$ cat src/rtl/button_event_classifier.sv
// Classifies a debounced button level into press/release, short, long and
// double-click events using one FSM and a single shared cycle counter.
//
// state    | meaning
// ---------+------------------------------------------------------------
// IDLE     | button up, no classification pending
// PRESSED  | first press in progress, counting towards a long press
// WAIT2    | first press released, counting the gap for a second press
// PRESSED2 | second press in progress, counting towards a long press
// LONG     | long press reported, waiting for the release
module button_event_classifier #(
  parameter int unsigned LONG_CYCLES   = 1000,
  parameter int unsigned DCLICK_CYCLES = 250,
  parameter int unsigned CNT_W         = 16
) (
  input  logic clk,
  input  logic rst_n,
  input  logic clean_in,
  output logic press_pulse,
  output logic release_pulse,
  output logic short_press,
  output logic long_press,
  output logic double_click,
  output logic held
);

  typedef enum logic [2:0] {
    IDLE     = 3'd0,
    PRESSED  = 3'd1,
    WAIT2    = 3'd2,
    PRESSED2 = 3'd3,
    LONG     = 3'd4
  } state_t;

  localparam logic [CNT_W-1:0] LONG_TC   = CNT_W'(LONG_CYCLES - 1);
  localparam logic [CNT_W-1:0] DCLICK_TC = CNT_W'(DCLICK_CYCLES - 1);

  state_t           state;
  logic [CNT_W-1:0] cnt;
  logic             in_d;
  logic             rise;
  logic             fall;

  assign rise = clean_in & ~in_d;
  assign fall = ~clean_in & in_d;

  always_ff @(posedge clk or negedge rst_n) begin
    if (!rst_n) begin
      state         <= IDLE;
      cnt           <= '0;
      in_d          <= 1'b0;
      press_pulse   <= 1'b0;
      release_pulse <= 1'b0;
      short_press   <= 1'b0;
      long_press    <= 1'b0;
      double_click  <= 1'b0;
      held          <= 1'b0;
    end else begin
      in_d          <= clean_in;
      press_pulse   <= rise;
      release_pulse <= fall;
      short_press   <= 1'b0;
      long_press    <= 1'b0;
      double_click  <= 1'b0;
      // held follows the state one cycle late, so it is sampled pre-update
      held          <= (state == PRESSED) || (state == PRESSED2) || (state == LONG);

      // Edges win over terminal counts: a release on the last count is short,
      // a re-press on the last gap cycle is still a double click.
      case (state)
        IDLE: begin
          if (rise) begin
            state <= PRESSED;
            cnt   <= '0;
          end
        end
        PRESSED: begin
          if (fall) begin
            state <= WAIT2;
            cnt   <= '0;
          end else if (cnt == LONG_TC) begin
            state      <= LONG;
            long_press <= 1'b1;
          end else begin
            cnt <= cnt + 1'b1;
          end
        end
        WAIT2: begin
          if (rise) begin
            state <= PRESSED2;
            cnt   <= '0;
          end else if (cnt == DCLICK_TC) begin
            state       <= IDLE;
            short_press <= 1'b1;
          end else begin
            cnt <= cnt + 1'b1;
          end
        end
        PRESSED2: begin
          if (fall) begin
            state        <= IDLE;
            double_click <= 1'b1;
          end else if (cnt == LONG_TC) begin
            state      <= LONG;
            long_press <= 1'b1;
          end else begin
            cnt <= cnt + 1'b1;
          end
        end
        LONG: begin
          if (fall) state <= IDLE;
        end
        default: begin
          state <= IDLE;
          cnt   <= '0;
        end
      endcase
    end
  end

endmodule
$ cat config.mk
export PLATFORM = sky130hd
export DESIGN_NAME = button_event_classifier
export DESIGN_NICKNAME = d
export VERILOG_FILES = /design/src/rtl/button_event_classifier.sv
export SDC_FILE = /design/constraint.sdc
export NUM_CORES = 1
export LEC_CHECK = 0
export CAP_MARGIN = 5
export CORE_MARGIN = 10
export CORE_UTILIZATION = 43
export DETAILED_ROUTE_END_ITERATION = 8
export GPL_TIMING_DRIVEN = 0
export PLACE_DENSITY = 0.68
export SLEW_MARGIN = 40
export SYNTH_ARGS = -nofsm -noshare
export SYNTH_HDL_FRONTEND = slang
export SYNTH_SLANG_ARGS = --single-unit
$ cat constraint.sdc
create_clock -name clk -period 2.2 [get_ports clk]
set_input_delay 0.55 -clock clk [delete_from_list [all_inputs] [get_ports clk]]
set_output_delay 0.55 -clock clk [all_outputs]
set_load 0.01 [all_outputs]
==> impl_metrics.yaml <==
global_route:
  grt_first_pass_wirelength_mm: 6.30
  grt_max_degree: 27
  first_global_vias: 1302
  grt_usage_pct: 12.2
  antenna_found_initial: 0
  grt.overflow.total: 0
timing:
  fmax_mhz: 471
  hold_viol: 0
  grt_setup_unrepaired: "true"
  tightest_slew_ns: 0.587
  whs_ns: 0.183
  slew_viol_final: 0
  setup_violations: 0
  finalCriticalPeriod_ns: 2.12
  finClkSkew_ns: 0.0151
  maxSlewHeadroom_pct: 60.9
  finalCritPeriodShare_pct: 96.4
synth:
  yosys.area.top_type_share_pct: 43.5
  avgSynthCellArea_um2: 9.65
  synth-async-reset-ratio_pct: 100
  syn_area_um2: 1500
  yosys.area.top_type: "dfrtp_1"
  syn_inst: 155
  synth-edff-count: 0
  synth-main-ff-cell: "dfrtp_1"
  yosysWarningCount: 0
  synth.distinct_cells: 45
  synth.ff_latch_count: 26
  synth_fp_nets: 160
  ys_top_cells_by_count: "dfrtp_1, nand3_1, nand2_1, nor2_1, o21ai_0"
  seq_area_frac_synth_pct: 43.5
  post-synth-top-count-cell: "dfrtp_1"
  yosys-top-cells-area: "dfrtp_1, nand3_1, o31ai_1"
layout:
  fillers: 327
  nets: 180
  drive_gt1_share_pct: 20.7
  final_util_pct: 53.6
  synthToLayoutAreaGrowth_pct: 19.6
  diodes: 0
drt:
  drc: 0
  drt-initial-drc-count: 78
  vias_per_cell: 5.85
  wl_mm: 3.53
  detail-route-antenna-nets: 0
  drt_first_pass_iters: 4
  post_drt_wl_per_cell_um: 16.1
  vias: 1288
setup_path:
  cp-start-kind: "flip-flop"
  cpPeakStageDelay_ns: 0.58
  crit_chain: "or4_4 -> nor4_4 -> nand2b_1 -> buf_6 -> clkinv_8 -> nor4b_1 -> a221o_1"
  crit_buf_inv: 2
  critPathCaptureType: "flip-flop"
  r2r_slack_ns: 0.08
  crit_arrival_ns: 2.37
  required_ns: 2.45
  critical_path_class: "reg2reg"
  slowest_stage: "or4_4"
  cpLargestDelayFamily: "simple AND/OR/NAND/NOR gates"
  crit_fanout: 11
clocking:
  cts_buffers: 3
  cts_root_buffer: "clkbuf_4"
  clkTransAtPathRegs_ns: 0.16
  cts_tree: "built"
  holdBufCountCts: 0
  htree_levels: 1
  cts_max_path_buffers: 2
  cts_sinks: 26
  clk_latency_ns: 0.34
die:
  die_h_um: 79.0
  core.rowCount: 21
  die_w_um: 79.0
  core_um2: 3340
  die_area_um2: 6240
  start_util_pct: 44.8
  ios: 9
power:
  switching_power_w: 0.000449
  p_per_area_nw_per_um2: 738
  p_total_w: 0.00132
  total_leakage_power_nw: 0.760
  pwr-share-seq_pct: 43.9
  peakVddDrop_uv: 381
  p_int_w: 0.000872
  p_clk_share_pct: 25.6
  swShare_pct: 34.0
  pwr-share-comb_pct: 30.5
job:
  cap_violations: 0
placement:
  dp_hpwl_mm: 2.39
  port_buffers: 8
  gp_congestion: 0.834
outcome:
  status: "finished clean"
min_path:
  hold_class: "in2async"
cells in the final DEF, fill, tap and decap left out, types with 2 or more instances in the layout:
cell | synthesis | routed
o211ai_1 | 3 | 3
buf_6 | 3 | 2
a21oi_1 | 4 | 3
o31ai_1 | 7 | 7
nand2_1 | 11 | 10
nor3_2 | 0 | 2
a22oi_1 | 3 | 3
a22o_1 | 3 | 3
or4_1 | 4 | 4
buf_4 | 0 | 9
a211oi_1 | 3 | 2
nand4_1 | 7 | 7
clkbuf_4 | 0 | 3
inv_1 | 6 | 6
nand2b_1 | 4 | 4
and2_1 | 2 | 2
nor3_1 | 6 | 4
dfrtp_1 | 26 | 25
a211o_1 | 3 | 3
o21ai_0 | 8 | 8
clkdlybuf4s50_1 | 0 | 6
nor4_4 | 0 | 2
ha_1 | 2 | 2
nor2_1 | 11 | 11
a211oi_2 | 1 | 2
nand3_1 | 12 | 12
power by group through the flow:
stage | Clock (W) | Sequential, W | Combinational, W
2_1_floorplan | 0 | 0.000584 | 0.000253
3_3_place_gp | 0 | 0.000594 | 0.000348
3_5_place_dp | 0 | 0.000595 | 0.000356
4_1_cts | 0.000344 | 0.000578 | 0.000401
5_1_grt | 0.000365 | 0.000589 | 0.000448
6_report | 0.000338 | 0.000580 | 0.000403
cell type report:
class                      instances  area (µm²)  share of cell area [%]
inverter                           7        38.8                    2.17
timing repair buffer              17         141                    7.90
buffer                             5        45.0                    2.52
sequential                        26         652                    36.4
clock inverter                     1        30.0                    1.68
clock buffer                       3        22.5                    1.26
multi-input combinational        115         802                    44.8
tap                               46        57.6                    3.22
sequential cells by signal (all words and copies together), names as in the netlist:
register and count:
press_pulse 1, short_press 1, state 3, in_d 1
release_pulse 1, held 1, double_click 1, long_press 1
cnt 16
worst paths after layout:
path	cells past startpoint	endpoint	startpoint
worst min-delay path	1	in_d$_DFF_PN0_	rst_n
worst max register to register	7	cnt[2]$_DFFE_PN0P_	cnt[11]$_DFFE_PN0P_
min in group clk	1	cnt[15]$_DFFE_PN0P_	cnt[15]$_DFFE_PN0P_
max in group asynchronous	1	cnt[4]$_DFFE_PN0P_	rst_n
worst min register to register	1	cnt[15]$_DFFE_PN0P_	cnt[15]$_DFFE_PN0P_
worst max-delay path	7	cnt[2]$_DFFE_PN0P_	cnt[11]$_DFFE_PN0P_
timing repair:
action | 4_1_cts | 5_1_grt
buffers inserted | 6 | 3
pin swaps | 1 | 3
endpoints found under the setup margin | 16 | 14
hold endpoints to repair | 0 | 0
gates resized for setup | 7 | 6
cells by family after synthesis:
family | share of synthesized area [%]
and+or+nand+nor | 28.8
AOI/OAI and AO/OA | 19.6
DFF | 43.5
buffers and inverters | 5.77
adders and majority gates | 1.67
muxes | 0.669
worst register-to-register path: stages (launching register included):
cell      delay, ns
dfrtp_1        0.42
or4_4          0.58
nor4_4         0.32
nand2b_1       0.10
buf_6          0.14
clkinv_8       0.07
nor4b_1        0.05
a221o_1        0.34
per-layer routing:
| metal | routed length [µm] | GRT usage, % | vias to the layer above |
|---|---|---|---|
| li1 | - | - | 626 |
| met1 | 1590 | 14.7 | 634 |
| met2 | 1780 | 20.4 | 24 |
| met3 | 140 | 3.38 | 4 |
| met4 | 29 | 4.12 | 0 |
| met5 | 0 | 0 | - |
per-stage QoR:
stage / setup TNS (ns) / setup WS, ns / instance area (µm²) / std cells
2_1_floorplan: 0 / 0.0107 / 1500 / 155
3_3_place_gp: -6.26 / -0.486 / 1630 / 209
3_5_place_dp: -6.99 / -0.528 / 1630 / 209
4_1_cts: 0 / 0.00846 / 1750 / 218
5_1_grt: -0.0645 / -0.0353 / 1790 / 220
6_report: 0 / 0.0783 / 1790 / 220
Power figures use the tool's default switching activity.
